`config.mk`:
```
export PLATFORM = sky130hd
export DESIGN_NAME = mdu_arbiter_flat
export DESIGN_NICKNAME = d
export VERILOG_FILES = /design/src/rtl/mdu_arbiter_pkg.sv /design/src/rtl/mdu_arbiter_if.sv /design/src/rtl/mdu_arbiter_result_slot.sv /design/src/rtl/mdu_arbiter.sv /design/src/flat_wrapper.sv
export SDC_FILE = /design/constraint.sdc
export NUM_CORES = 1
export LEC_CHECK = 0
export ABC_AREA = 1
export BUFFER_PORTS_ARGS = -buffer_cell sky130_fd_sc_hd__buf_2
export CAP_MARGIN = 20
export CORE_AREA = 5 5 154 156
export DETAILED_ROUTE_END_ITERATION = 8
export DIE_AREA = 0 0 159 161
export GPL_TIMING_DRIVEN = 0
export PLACE_DENSITY = 0.8
export RECOVER_POWER = 50
export SYNTH_ARGS = -nofsm -noshare
export SYNTH_HDL_FRONTEND = slang
export SYNTH_SLANG_ARGS = --single-unit
```
`constraint.sdc`:
```
create_clock -name clk -period 2.1 [get_ports clk]
set_input_delay 0.315 -clock clk [delete_from_list [all_inputs] [get_ports clk]]
set_output_delay 0.315 -clock clk [all_outputs]
set_load 0.05 [all_outputs]
```
`src/rtl/mdu_arbiter_pkg.sv`:
```
// Shared types for the MDU arbiter: operation codes, FSM states and default width.
// No logic; imported by the interface, the top and the bench.
// Backpressure: n/a.
package mdu_arbiter_pkg;

    typedef enum logic [1:0] {
        MDU_MULT  = 2'd0,
        MDU_MULTU = 2'd1,
        MDU_DIV   = 2'd2,
        MDU_DIVU  = 2'd3
    } mdu_op_t;

    typedef enum logic [1:0] {
        IDLE  = 2'd0,
        ISSUE = 2'd1,
        BUSY  = 2'd2
    } mdu_state_t;

    localparam int MDU_DATA_W = 32;

endpackage

```
`src/rtl/mdu_arbiter_if.sv`:
```
// Command/result bundle between the arbiter (master) and the shared MDU (slave).
// Latency: wires only.
// Backpressure: none; the MDU must accept every start pulse and honour kill.
interface mdu_arbiter_if
    import mdu_arbiter_pkg::*;
#(
    parameter int DATA_W = MDU_DATA_W
);
    logic              mdu_start;
    mdu_op_t           mdu_op;
    logic [DATA_W-1:0] mdu_a;
    logic [DATA_W-1:0] mdu_b;
    logic              mdu_kill;
    logic              mdu_done;
    logic [DATA_W-1:0] mdu_hi;
    logic [DATA_W-1:0] mdu_lo;

    modport master (
        output mdu_start, mdu_op, mdu_a, mdu_b, mdu_kill,
        input  mdu_done, mdu_hi, mdu_lo
    );

    modport slave (
        input  mdu_start, mdu_op, mdu_a, mdu_b, mdu_kill,
        output mdu_done, mdu_hi, mdu_lo
    );

endinterface

```
`src/rtl/mdu_arbiter_result_slot.sv`:
```
// Per-slot HI/LO result holder with a done flag.
// Latency: load visible on outputs one cycle later.
// Backpressure: none; clear (flush) and ack (advance) both drop done, clear dominates.
module mdu_result_slot #(
    parameter int DATA_W = 32
) (
    input  logic              clk,
    input  logic              reset,
    input  logic              load,
    input  logic              clear,
    input  logic              ack,
    input  logic [DATA_W-1:0] in_hi,
    input  logic [DATA_W-1:0] in_lo,
    output logic              done,
    output logic [DATA_W-1:0] hi,
    output logic [DATA_W-1:0] lo
);

    logic              done_q, done_d;
    logic [DATA_W-1:0] hi_q, hi_d;
    logic [DATA_W-1:0] lo_q, lo_d;

    always_comb begin
        done_d = done_q;
        hi_d   = hi_q;
        lo_d   = lo_q;
        if (load) begin
            hi_d   = in_hi;
            lo_d   = in_lo;
            done_d = 1'b1;
        end
        // hi/lo survive a clear; only the done flag is withdrawn
        if (clear || ack) begin
            done_d = 1'b0;
        end
    end

    always_ff @(posedge clk or negedge reset) begin
        if (!reset) begin
            done_q <= 1'b0;
            hi_q   <= '0;
            lo_q   <= '0;
        end else begin
            done_q <= done_d;
            hi_q   <= hi_d;
            lo_q   <= lo_d;
        end
    end

    assign done = done_q;
    assign hi   = hi_q;
    assign lo   = lo_q;

endmodule

```
`src/rtl/mdu_arbiter.sv`:
```
// Sequences the shared MDU between execute slots 0 and 1; slot 0 (older) always wins.
// Latency: request seen in cycle t -> mdu_start t+1 -> ok the cycle after mdu_done.
// Backpressure: FU holds its request until ok; flush aborts in-flight work via mdu_kill.
module mdu_arbiter
    import mdu_arbiter_pkg::*;
#(
    parameter int DATA_W = MDU_DATA_W
) (
    input  logic              clk,
    input  logic              reset,
    input  logic              flush,
    input  logic              advance,
    input  logic              req0_valid,
    input  mdu_op_t           req0_op,
    input  logic [DATA_W-1:0] req0_a,
    input  logic [DATA_W-1:0] req0_b,
    input  logic              req1_valid,
    input  mdu_op_t           req1_op,
    input  logic [DATA_W-1:0] req1_a,
    input  logic [DATA_W-1:0] req1_b,
    output logic              ok0,
    output logic              ok1,
    output logic [DATA_W-1:0] hi0,
    output logic [DATA_W-1:0] lo0,
    output logic [DATA_W-1:0] hi1,
    output logic [DATA_W-1:0] lo1,
    mdu_arbiter_if.master     mdu,
    output logic              busy
);

    mdu_state_t        state_q, state_d;
    logic              owner_q, owner_d;
    mdu_op_t           op_q, op_d;
    logic [DATA_W-1:0] a_q, a_d;
    logic [DATA_W-1:0] b_q, b_d;

    logic start, kill, load0, load1;
    logic done0, done1;

    always_comb begin
        state_d = state_q;
        owner_d = owner_q;
        op_d    = op_q;
        a_d     = a_q;
        b_d     = b_q;
        start   = 1'b0;
        kill    = 1'b0;
        load0   = 1'b0;
        load1   = 1'b0;
        case (state_q)
            IDLE: begin
                // a slot already holding its result is not reissued
                if (!flush) begin
                    if (req0_valid && !done0) begin
                        owner_d = 1'b0;
                        op_d    = req0_op;
                        a_d     = req0_a;
                        b_d     = req0_b;
                        state_d = ISSUE;
                    end else if (req1_valid && !done1) begin
                        owner_d = 1'b1;
                        op_d    = req1_op;
                        a_d     = req1_a;
                        b_d     = req1_b;
                        state_d = ISSUE;
                    end
                end
            end
            ISSUE: begin
                if (flush) begin
                    kill    = 1'b1;
                    state_d = IDLE;
                end else begin
                    start   = 1'b1;
                    state_d = BUSY;
                end
            end
            BUSY: begin
                // flush wins even over a coincident mdu_done
                if (flush) begin
                    kill    = 1'b1;
                    state_d = IDLE;
                end else if (mdu.mdu_done) begin
                    load0   = !owner_q;
                    load1   = owner_q;
                    state_d = IDLE;
                end
            end
            default: state_d = IDLE;
        endcase
    end

    always_ff @(posedge clk or negedge reset) begin
        if (!reset) begin
            state_q <= IDLE;
            owner_q <= 1'b0;
            op_q    <= MDU_MULT;
            a_q     <= '0;
            b_q     <= '0;
        end else begin
            state_q <= state_d;
            owner_q <= owner_d;
            op_q    <= op_d;
            a_q     <= a_d;
            b_q     <= b_d;
        end
    end

    mdu_result_slot #(.DATA_W(DATA_W)) u_slot0 (
        .clk   (clk),
        .reset (reset),
        .load  (load0),
        .clear (flush),
        .ack   (advance),
        .in_hi (mdu.mdu_hi),
        .in_lo (mdu.mdu_lo),
        .done  (done0),
        .hi    (hi0),
        .lo    (lo0)
    );

    mdu_result_slot #(.DATA_W(DATA_W)) u_slot1 (
        .clk   (clk),
        .reset (reset),
        .load  (load1),
        .clear (flush),
        .ack   (advance),
        .in_hi (mdu.mdu_hi),
        .in_lo (mdu.mdu_lo),
        .done  (done1),
        .hi    (hi1),
        .lo    (lo1)
    );

    assign mdu.mdu_start = start;
    assign mdu.mdu_kill  = kill;
    assign mdu.mdu_op    = op_q;
    assign mdu.mdu_a     = a_q;
    assign mdu.mdu_b     = b_q;

    assign ok0  = done0 & req0_valid;
    assign ok1  = done1 & req1_valid;
    assign busy = (state_q != IDLE);

endmodule

```
`src/flat_wrapper.sv`:
```
// flat-port wrapper written by rule: the top's interface ports become plain ports
module mdu_arbiter_flat import mdu_arbiter_pkg::*;
#(
    parameter int DATA_W = MDU_DATA_W
)
  (clk, reset, flush, advance, req0_valid, req0_op, req0_a, req0_b, req1_valid, req1_op, req1_a, req1_b, ok0, ok1, hi0, lo0, hi1, lo1, busy, mdu_mdu_start, mdu_mdu_op, mdu_mdu_a, mdu_mdu_b, mdu_mdu_kill, mdu_mdu_done, mdu_mdu_hi, mdu_mdu_lo);
  mdu_arbiter_if #(.DATA_W(DATA_W)) mdu_i ();
  input  logic clk;
  input  logic reset;
  input  logic flush;
  input  logic advance;
  input  logic req0_valid;
  input  mdu_op_t req0_op;
  input  logic [DATA_W-1:0] req0_a;
  input  logic [DATA_W-1:0] req0_b;
  input  logic req1_valid;
  input  mdu_op_t req1_op;
  input  logic [DATA_W-1:0] req1_a;
  input  logic [DATA_W-1:0] req1_b;
  output logic ok0;
  output logic ok1;
  output logic [DATA_W-1:0] hi0;
  output logic [DATA_W-1:0] lo0;
  output logic [DATA_W-1:0] hi1;
  output logic [DATA_W-1:0] lo1;
  output logic busy;
  output wire logic [$bits(mdu_i.mdu_start)-1:0] mdu_mdu_start;
  output wire logic [$bits(mdu_i.mdu_op)-1:0] mdu_mdu_op;
  output wire logic [$bits(mdu_i.mdu_a)-1:0] mdu_mdu_a;
  output wire logic [$bits(mdu_i.mdu_b)-1:0] mdu_mdu_b;
  output wire logic [$bits(mdu_i.mdu_kill)-1:0] mdu_mdu_kill;
  input wire logic [$bits(mdu_i.mdu_done)-1:0] mdu_mdu_done;
  input wire logic [$bits(mdu_i.mdu_hi)-1:0] mdu_mdu_hi;
  input wire logic [$bits(mdu_i.mdu_lo)-1:0] mdu_mdu_lo;
  assign mdu_mdu_start = mdu_i.mdu_start;
  assign mdu_mdu_op = mdu_i.mdu_op;
  assign mdu_mdu_a = mdu_i.mdu_a;
  assign mdu_mdu_b = mdu_i.mdu_b;
  assign mdu_mdu_kill = mdu_i.mdu_kill;
  assign mdu_i.mdu_done = mdu_mdu_done;
  assign mdu_i.mdu_hi = mdu_mdu_hi;
  assign mdu_i.mdu_lo = mdu_mdu_lo;
  mdu_arbiter #(.DATA_W(DATA_W)) u_core (.clk(clk), .reset(reset), .flush(flush), .advance(advance), .req0_valid(req0_valid), .req0_op(req0_op), .req0_a(req0_a), .req0_b(req0_b), .req1_valid(req1_valid), .req1_op(req1_op), .req1_a(req1_a), .req1_b(req1_b), .ok0(ok0), .ok1(ok1), .hi0(hi0), .lo0(lo0), .hi1(hi1), .lo1(lo1), .mdu(mdu_i), .busy(busy));
endmodule
```
==> results of run 1 <==
[power by group]
part / switching [mW] / internal [mW] / leakage, nW
Combinational: 8.03 / 1.84 / 3.17
Clock: 1.63 / 1.60 / 0.278
Sequential: 0.949 / 5.41 / 2.55
Total: 10.6 / 8.85 / 5.99
[state kept, by name (all words and copies together), names as in the netlist]
register	cells
u_core.mdu.mdu_a	32
u_core.mdu.mdu_b	32
u_core.u_slot0.hi	32
u_core.u_slot0.lo	32
u_core.u_slot1.hi	32
u_core.u_slot1.lo	32
u_core.mdu.mdu_op	2
u_core.state_q	2
u_core.owner_q	1
u_core.u_slot0.done	1
u_core.u_slot1.done	1
[cells by family after synthesis]
family	after synthesis	share of synthesized area, %
AOI/OAI and AO/OA	264	17.24
DFF	199	57.48
adders and majority gates	4	0.5777
and+or+nand+nor	283	12.80
buffers and inverters	199	11.90
[per-layer routing]
metal | up-vias | global-route usage [%]
li1 | 3812 | -
met1 | 3751 | 25.55
met2 | 359 | 36.26
met3 | 40 | 6.941
met4 | 2 | 6.824
met5 | - | 0
[cells in the final DEF, fill, tap and decap left out, types with 3 or more instances in the layout]
master / count
a21oi_1: 3
buf_2: 205
buf_4: 5
buf_6: 33
clkbuf_1: 212
clkbuf_16: 17
clkinv_8: 3
dfrtp_1: 199
diode_2: 3
ha_1: 4
inv_1: 142
inv_6: 5
nand2_1: 271
nand3_1: 5
o21ai_0: 143
o21ai_1: 72
o21ai_2: 46
[Yosys cell counts]
cell type  count
nand3_4        1
or2_2          1
clkbuf_1      14
inv_1        142
buf_2          2
nor2_2         1
nand3_2        1
nand3_1        3
nor2_1         2
nand2_2        1
o21ai_0      143
o21ai_1       72
buf_6         35
a21oi_1        3
nand3b_2       1
dfrtp_1      199
o21ai_2       46
buf_4          5
nand2_1      271
nand2_4        1
ha_1           4
inv_2          1
[worst paths after layout]
kind                                      start               endpoint  depth (start not counted)
max                           u_core.state_q[0]    u_core.mdu.mdu_a[4]                          7
min                              mdu_mdu_hi[24]  u_core.u_slot1.hi[24]                          3
max reg2reg                   u_core.state_q[0]    u_core.mdu.mdu_a[4]                          7
min reg2reg                u_core.mdu.mdu_a[12]   u_core.mdu.mdu_a[12]                          2
max in group asynchronous                 reset   u_core.mdu.mdu_b[29]                          3
min in group asynchronous                 reset  u_core.u_slot1.hi[12]                          2
[worst register-to-register path: stages, from the launching register on]
cell	delay, ns
dfrtp_1	0.40
inv_1	0.11
ha_1	0.22
nand3_1	0.41
buf_6	0.33
buf_6	0.16
nand2_1	0.07
o21ai_0	0.07
[stage by stage]
step	utilization [%]	setup TNS [ns]	instances	setup WS [ns]	hold WS [ns]
floorplan	-	0	949	0.4844	0.01941
finish	51.24	0	1672	0.2170	0.1323
CTS	52.45	0	1669	0.2308	0.1120
detailed placement	49.78	0	1636	0.3896	0.3581
global route	51.23	0	1671	0.09685	0.1345
global placement	49.61	-503.87	1635	-2.563	0.4604
[final cells by class]
cell class | count | area, um2
clock buffers | 18 | 429.2
plain buffers | 56 | 480.5
flip-flops and latches | 199 | 4980
inverters | 143 | 536.8
clock inverters | 14 | 155.1
multi-input cells | 551 | 2635
well taps | 285 | 356.6
fillers | 2182 | 10840
diodes | 3 | 7.507
repair buffers | 403 | 1809
==> metrics.cfg, run 1 <==
[critical_path]
path_delay_family=buffers and inverters
critPathArrivalTime_ns=2.17
cp-start-kind=flip-flop
cpPeakStageDelay_ns=0.41
crit_path_end_kind=flip-flop
crit_fanout=10
cpMaxStageDelayCell=nand3_1
cp_cell_sequence=inv_1 > ha_1 > nand3_1 > buf_6 > buf_6 > nand2_1 > o21ai_0
cp_common_cell=buf_6
worstSetupPathType=flip-flop to flip-flop
worst-path-buf-inv=3
r2r_setup_slack_ns=0.22
crit_required_ns=2.39

[pwr]
peakVddDrop_uv=894.6
p_leak_nw=5.989
p_total_mw=19.46
p_per_area_nw_per_um2=1708

[floorplanning]
ios=402
dieArea_um2=25600
die_h_um=161
chipWidth_um=159
fp.coreArea_um2=22230
start_util_pct=38.98
rows=55

[placement]
placed_area_um2=11060
gp_congestion=0.9010
dp_hpwl_um=21930
io_buffers=401

[run]
cap_viol_max_count=0

[grt]
antenna_found_initial=4
track_usage_pct=21.22
grt_max_degree=119
grt_pass1_wl_um=44040
grt_pass1_vias=8269
grt.overflow.total=0

[sta]
finClkSkew_ns=0.02260
post-route-period-util_pct=89.67
setup_viol=0
relSlewSlack_pct=52.10
finalHoldViolations=0
worst_pin_slew_ns=0.7217
rsz0062_at_grt=false
drv_slew=0
clock.fmax_ghz=0.5311
min_period_ns=1.883

[routing]
met2_wirelength_um=13870
wl_met1_um=10920
wire_per_inst_um=16.73
drc=0
routed_wl_um=27980
first_iter_violations=514
vias=7964
detail-route-antenna-nets=0
wl_met3_um=2519
highest_layer=met5
first_pass_iters=5
vias_per_cell=4.763

[clock_network]
cts.reportedPaths.clkPinSlew_ns=0.08
cts_hold_buf=1
cts_tree=done
htree_levels=4
cts_buffers=17
cts_max_path_buffers=2
clock_latency_ns=0.43
root_buffer=clkbuf_16
cts_setup_buffers=0
cts_sinks=199
cts_resized=0

[logic_synthesis]
yosysWarnings=0
synth_cells=949
syn_avg_cell_area_um2=9.129
synth_area_um2=8663
synth-seq-cells=199
syn-num-nets=1156
synth_top_cell_area_share_pct=57.48
synth_top_area_cell=dfrtp_1
yosysUniqueCellTypes=22
seq_area_frac_synth_pct=57.48
synth_area_leaders=dfrtp_1, nand2_1, o21ai_0, inv_1, o21ai_2

[cells_and_area]
final_nets=1578
fin_area_um2=11390
area_delta_synth_final_pct=31.47
drive_above_1_share_pct=23.84

[run_status]
run_status=complete, no violations

[min_path]
min_path_type=input pin to flip-flop

Note: power is estimated with default switching activity, not from simulation.
==> run 2, diff against run 1 <==
--- a/config.mk
+++ b/config.mk
@@ -12,7 +12,8 @@
 export DETAILED_ROUTE_END_ITERATION = 8
 export DIE_AREA = 0 0 159 161
 export GPL_TIMING_DRIVEN = 0
-export PLACE_DENSITY = 0.8
+export HOLD_SLACK_MARGIN = 0.15
+export PLACE_DENSITY = 0.69
 export RECOVER_POWER = 50
 export SYNTH_ARGS = -nofsm -noshare
 export SYNTH_HDL_FRONTEND = slang
==> metrics.cfg, run 2 (synthesized netlist as in run 1, its figures left out) <==
[run_status]
run_status=complete, no violations  ; unchanged

[cells_and_area]
area_delta_synth_final_pct=37.20  ; was 31.47%
final_nets=1626  ; was 1578
utilization_pct=53.48  ; was 51.24%
final_cell_mix=nand2_1, clkbuf_1, buf_2  ; unchanged
drive_above_1_share_pct=23.20  ; was 23.84%
nFillCells=2159  ; was 2182
final_common_cell=nand2_1  ; unchanged

[clock_network]
htree_levels=4  ; unchanged
cts_sinks=199  ; unchanged
cts_max_path_buffers=2  ; unchanged
cts_resized=0  ; unchanged
cts_setup_buffers=0  ; unchanged
clock_latency_ns=0.42  ; was 0.43 ns
cts_buffers=17  ; unchanged
cts.reportedPaths.clkPinSlew_ns=0.07  ; was 0.08 ns
root_buffer=clkbuf_16  ; unchanged
cts_tree=done  ; unchanged

[min_path]
hold_end=u_core.u_slot1.done  ; was u_core.u_slot1.hi[24]
worstHoldPathCells=3  ; unchanged
min_path_type=input pin to flip-flop  ; unchanged
hold_start=advance  ; was mdu_mdu_hi[24]

[critical_path]
crit_fanout=3  ; was 10
cp_cell_sequence=inv_1 > ha_1 > inv_1 > nor2_1 > buf_2  ; was inv_1 > ha_1 > nand3_1 > buf_6 > buf_6 > nand2_1 > o21ai_0
cp_common_cell=inv_1  ; was buf_6
crit_path_end_kind=output port  ; was flip-flop
crit_required_ns=1.78  ; was 2.39 ns
worstSetupPathType=flip-flop to output port  ; was flip-flop to flip-flop
rr_worst_depth=7  ; unchanged
cp-start-kind=flip-flop  ; unchanged
r2r_end=u_core.mdu.mdu_a[9]  ; was u_core.mdu.mdu_a[4]
cpPeakStageDelay_ns=0.40  ; was 0.41 ns
cpMaxStageDelayCell=dfrtp_1  ; was nand3_1
critPathArrivalTime_ns=1.53  ; was 2.17 ns
r2r_setup_slack_ns=0.27  ; was 0.22 ns
reg2reg_from=u_core.state_q[0]  ; unchanged

[routing]
first_pass_iters=5  ; unchanged
met2_wirelength_um=14300  ; was 13870 um
highest_layer=met5  ; unchanged
first_iter_violations=515  ; was 514
routed_wl_um=29160  ; was 27980 um
wl_met1_um=11650  ; was 10920 um
wl_met3_um=2615  ; was 2519 um
vias_per_cell=4.762  ; was 4.763
drc=0  ; unchanged
vias=8177  ; was 7964
detail-route-antenna-nets=0  ; unchanged
wire_per_inst_um=16.98  ; was 16.73 um

[pwr]
p_per_area_nw_per_um2=1655  ; was 1708 nW/um2
p_total_mw=19.67  ; was 19.46 mW
peakVddDrop_uv=934.2  ; was 894.6 uV
p_leak_nw=6.203  ; was 5.989 nW

[sta]
post-route-period-util_pct=87.83  ; was 89.67%
finalHoldViolations=0  ; unchanged
rsz0062_at_grt=false  ; unchanged
clock.fmax_ghz=0.5422  ; was 0.5311 GHz
setup_viol=0  ; unchanged
relSlewSlack_pct=46.02  ; was 52.10%
worst_pin_slew_ns=0.8097  ; was 0.7217 ns
min_period_ns=1.844  ; was 1.883 ns
finClkSkew_ns=0.01033  ; was 0.02260 ns
drv_slew=0  ; unchanged

[floorplanning]
rows=55  ; unchanged
chipWidth_um=159  ; unchanged
ios=402  ; unchanged
die_h_um=161  ; unchanged
fp.coreArea_um2=22230  ; unchanged
start_util_pct=38.98  ; unchanged
dieArea_um2=25600  ; unchanged

[grt]
antenna_found_initial=4  ; unchanged
grt_max_degree=101  ; was 119
grt_pass1_vias=8367  ; was 8269
grt_pass1_wl_um=45500  ; was 44040 um
grt.overflow.total=0  ; unchanged
track_usage_pct=21.93  ; was 21.22%

[run]
cap_viol_max_count=0  ; unchanged

[placement]
gp_congestion=0.9311  ; was 0.9010
io_buffers=401  ; unchanged
dp_hpwl_um=22180  ; was 21930 um

-- run 2: cell count changes in the layout (fill, tap and decap cells not counted), moves of 2 or more --
cell | before | now
inv_8 | 2 | 5
diode_2 | 3 | 1
dlygate4sd3_1 | 1 | 49
clkinv_4 | 1 | 4
clkbuf_1 | 212 | 210
inv_6 | 5 | 1
clkinv_8 | 3 | 1
clkbuf_2 | 2 | 0
buf_6 | 33 | 35
-- run 2: worst max-delay path: cells and delay by family (launching register included) --
family,cells,cell delay [ns]
DFF,1,0.40
adders and majority gates,1,0.15
buffers and inverters,3,0.44
and+or+nand+nor,1,0.11
-- run 2: final cells by class --
type	instances	area, um2	share of cell area [%]
clock inverters	14	161.4	1.358
repair buffers	451	2291	19.27
multi-input cells	551	2640	22.21
well taps	285	356.6	3.000
flip-flops and latches	199	4980	41.89
plain buffers	56	493.0	4.147
inverters	143	536.8	4.516
clock buffers	17	425.4	3.579
diodes	1	2.502	0.02105
-- run 2: worst max-delay path by stage --
stage | startpoint | end | slack (ns) | cells after the start
final | u_core.state_q[1] | mdu_mdu_start | 0.26 | 5
after global placement | reset | u_core.u_slot0.hi[5] | -2.68 | 1
after global routing | u_core.state_q[0] | u_core.mdu.mdu_a[3] | 0.11 | 7
after detailed placement | u_core.state_q[0] | u_core.u_slot0.hi[22] | 0.42 | 7
after CTS | u_core.state_q[1] | mdu_mdu_start | 0.22 | 5
after floorplan | u_core.state_q[1] | mdu_mdu_start | 0.48 | 4
-- run 2: per-layer routing --
| layer | vias up | track usage (%) |
|---|---|---|
| met5 | - | 0 |
| met4 | 6 | 5.622 |
| met3 | 39 | 8.727 |
| met2 | 328 | 37.49 |
| met1 | 3895 | 25.97 |
| li1 | 3909 | - |
-- run 2: per-stage QoR --
stage | cells | setup WS [ns] | area [um2] | TNS (ns) | hold slack, ns
4_1_cts | 1714 | 0.2233 | 12120 | 0 | 0.1508
3_3_place_gp | 1635 | -2.675 | 11030 | -528.99 | 0.4607
3_5_place_dp | 1636 | 0.4193 | 11060 | 0 | 0.3936
2_1_floorplan | 949 | 0.4844 | 8663 | 0 | 0.01941
6_report | 1717 | 0.2556 | 11890 | 0 | 0.1629
5_1_grt | 1717 | 0.1063 | 11890 | 0 | 0.1551
-- run 2: what timing repair did --
item / 4_1_cts / 5_1_grt
endpoints found under the hold margin: 158 / 2
hold buffers: 47 / 2
setup endpoints to repair: 0 / 0
-- run 2: power breakdown --
group	switching [mW]	internal [mW]
sequential	0.929	5.41
combinational	8.11	1.90
clock	1.62	1.70
total	10.7	9.01
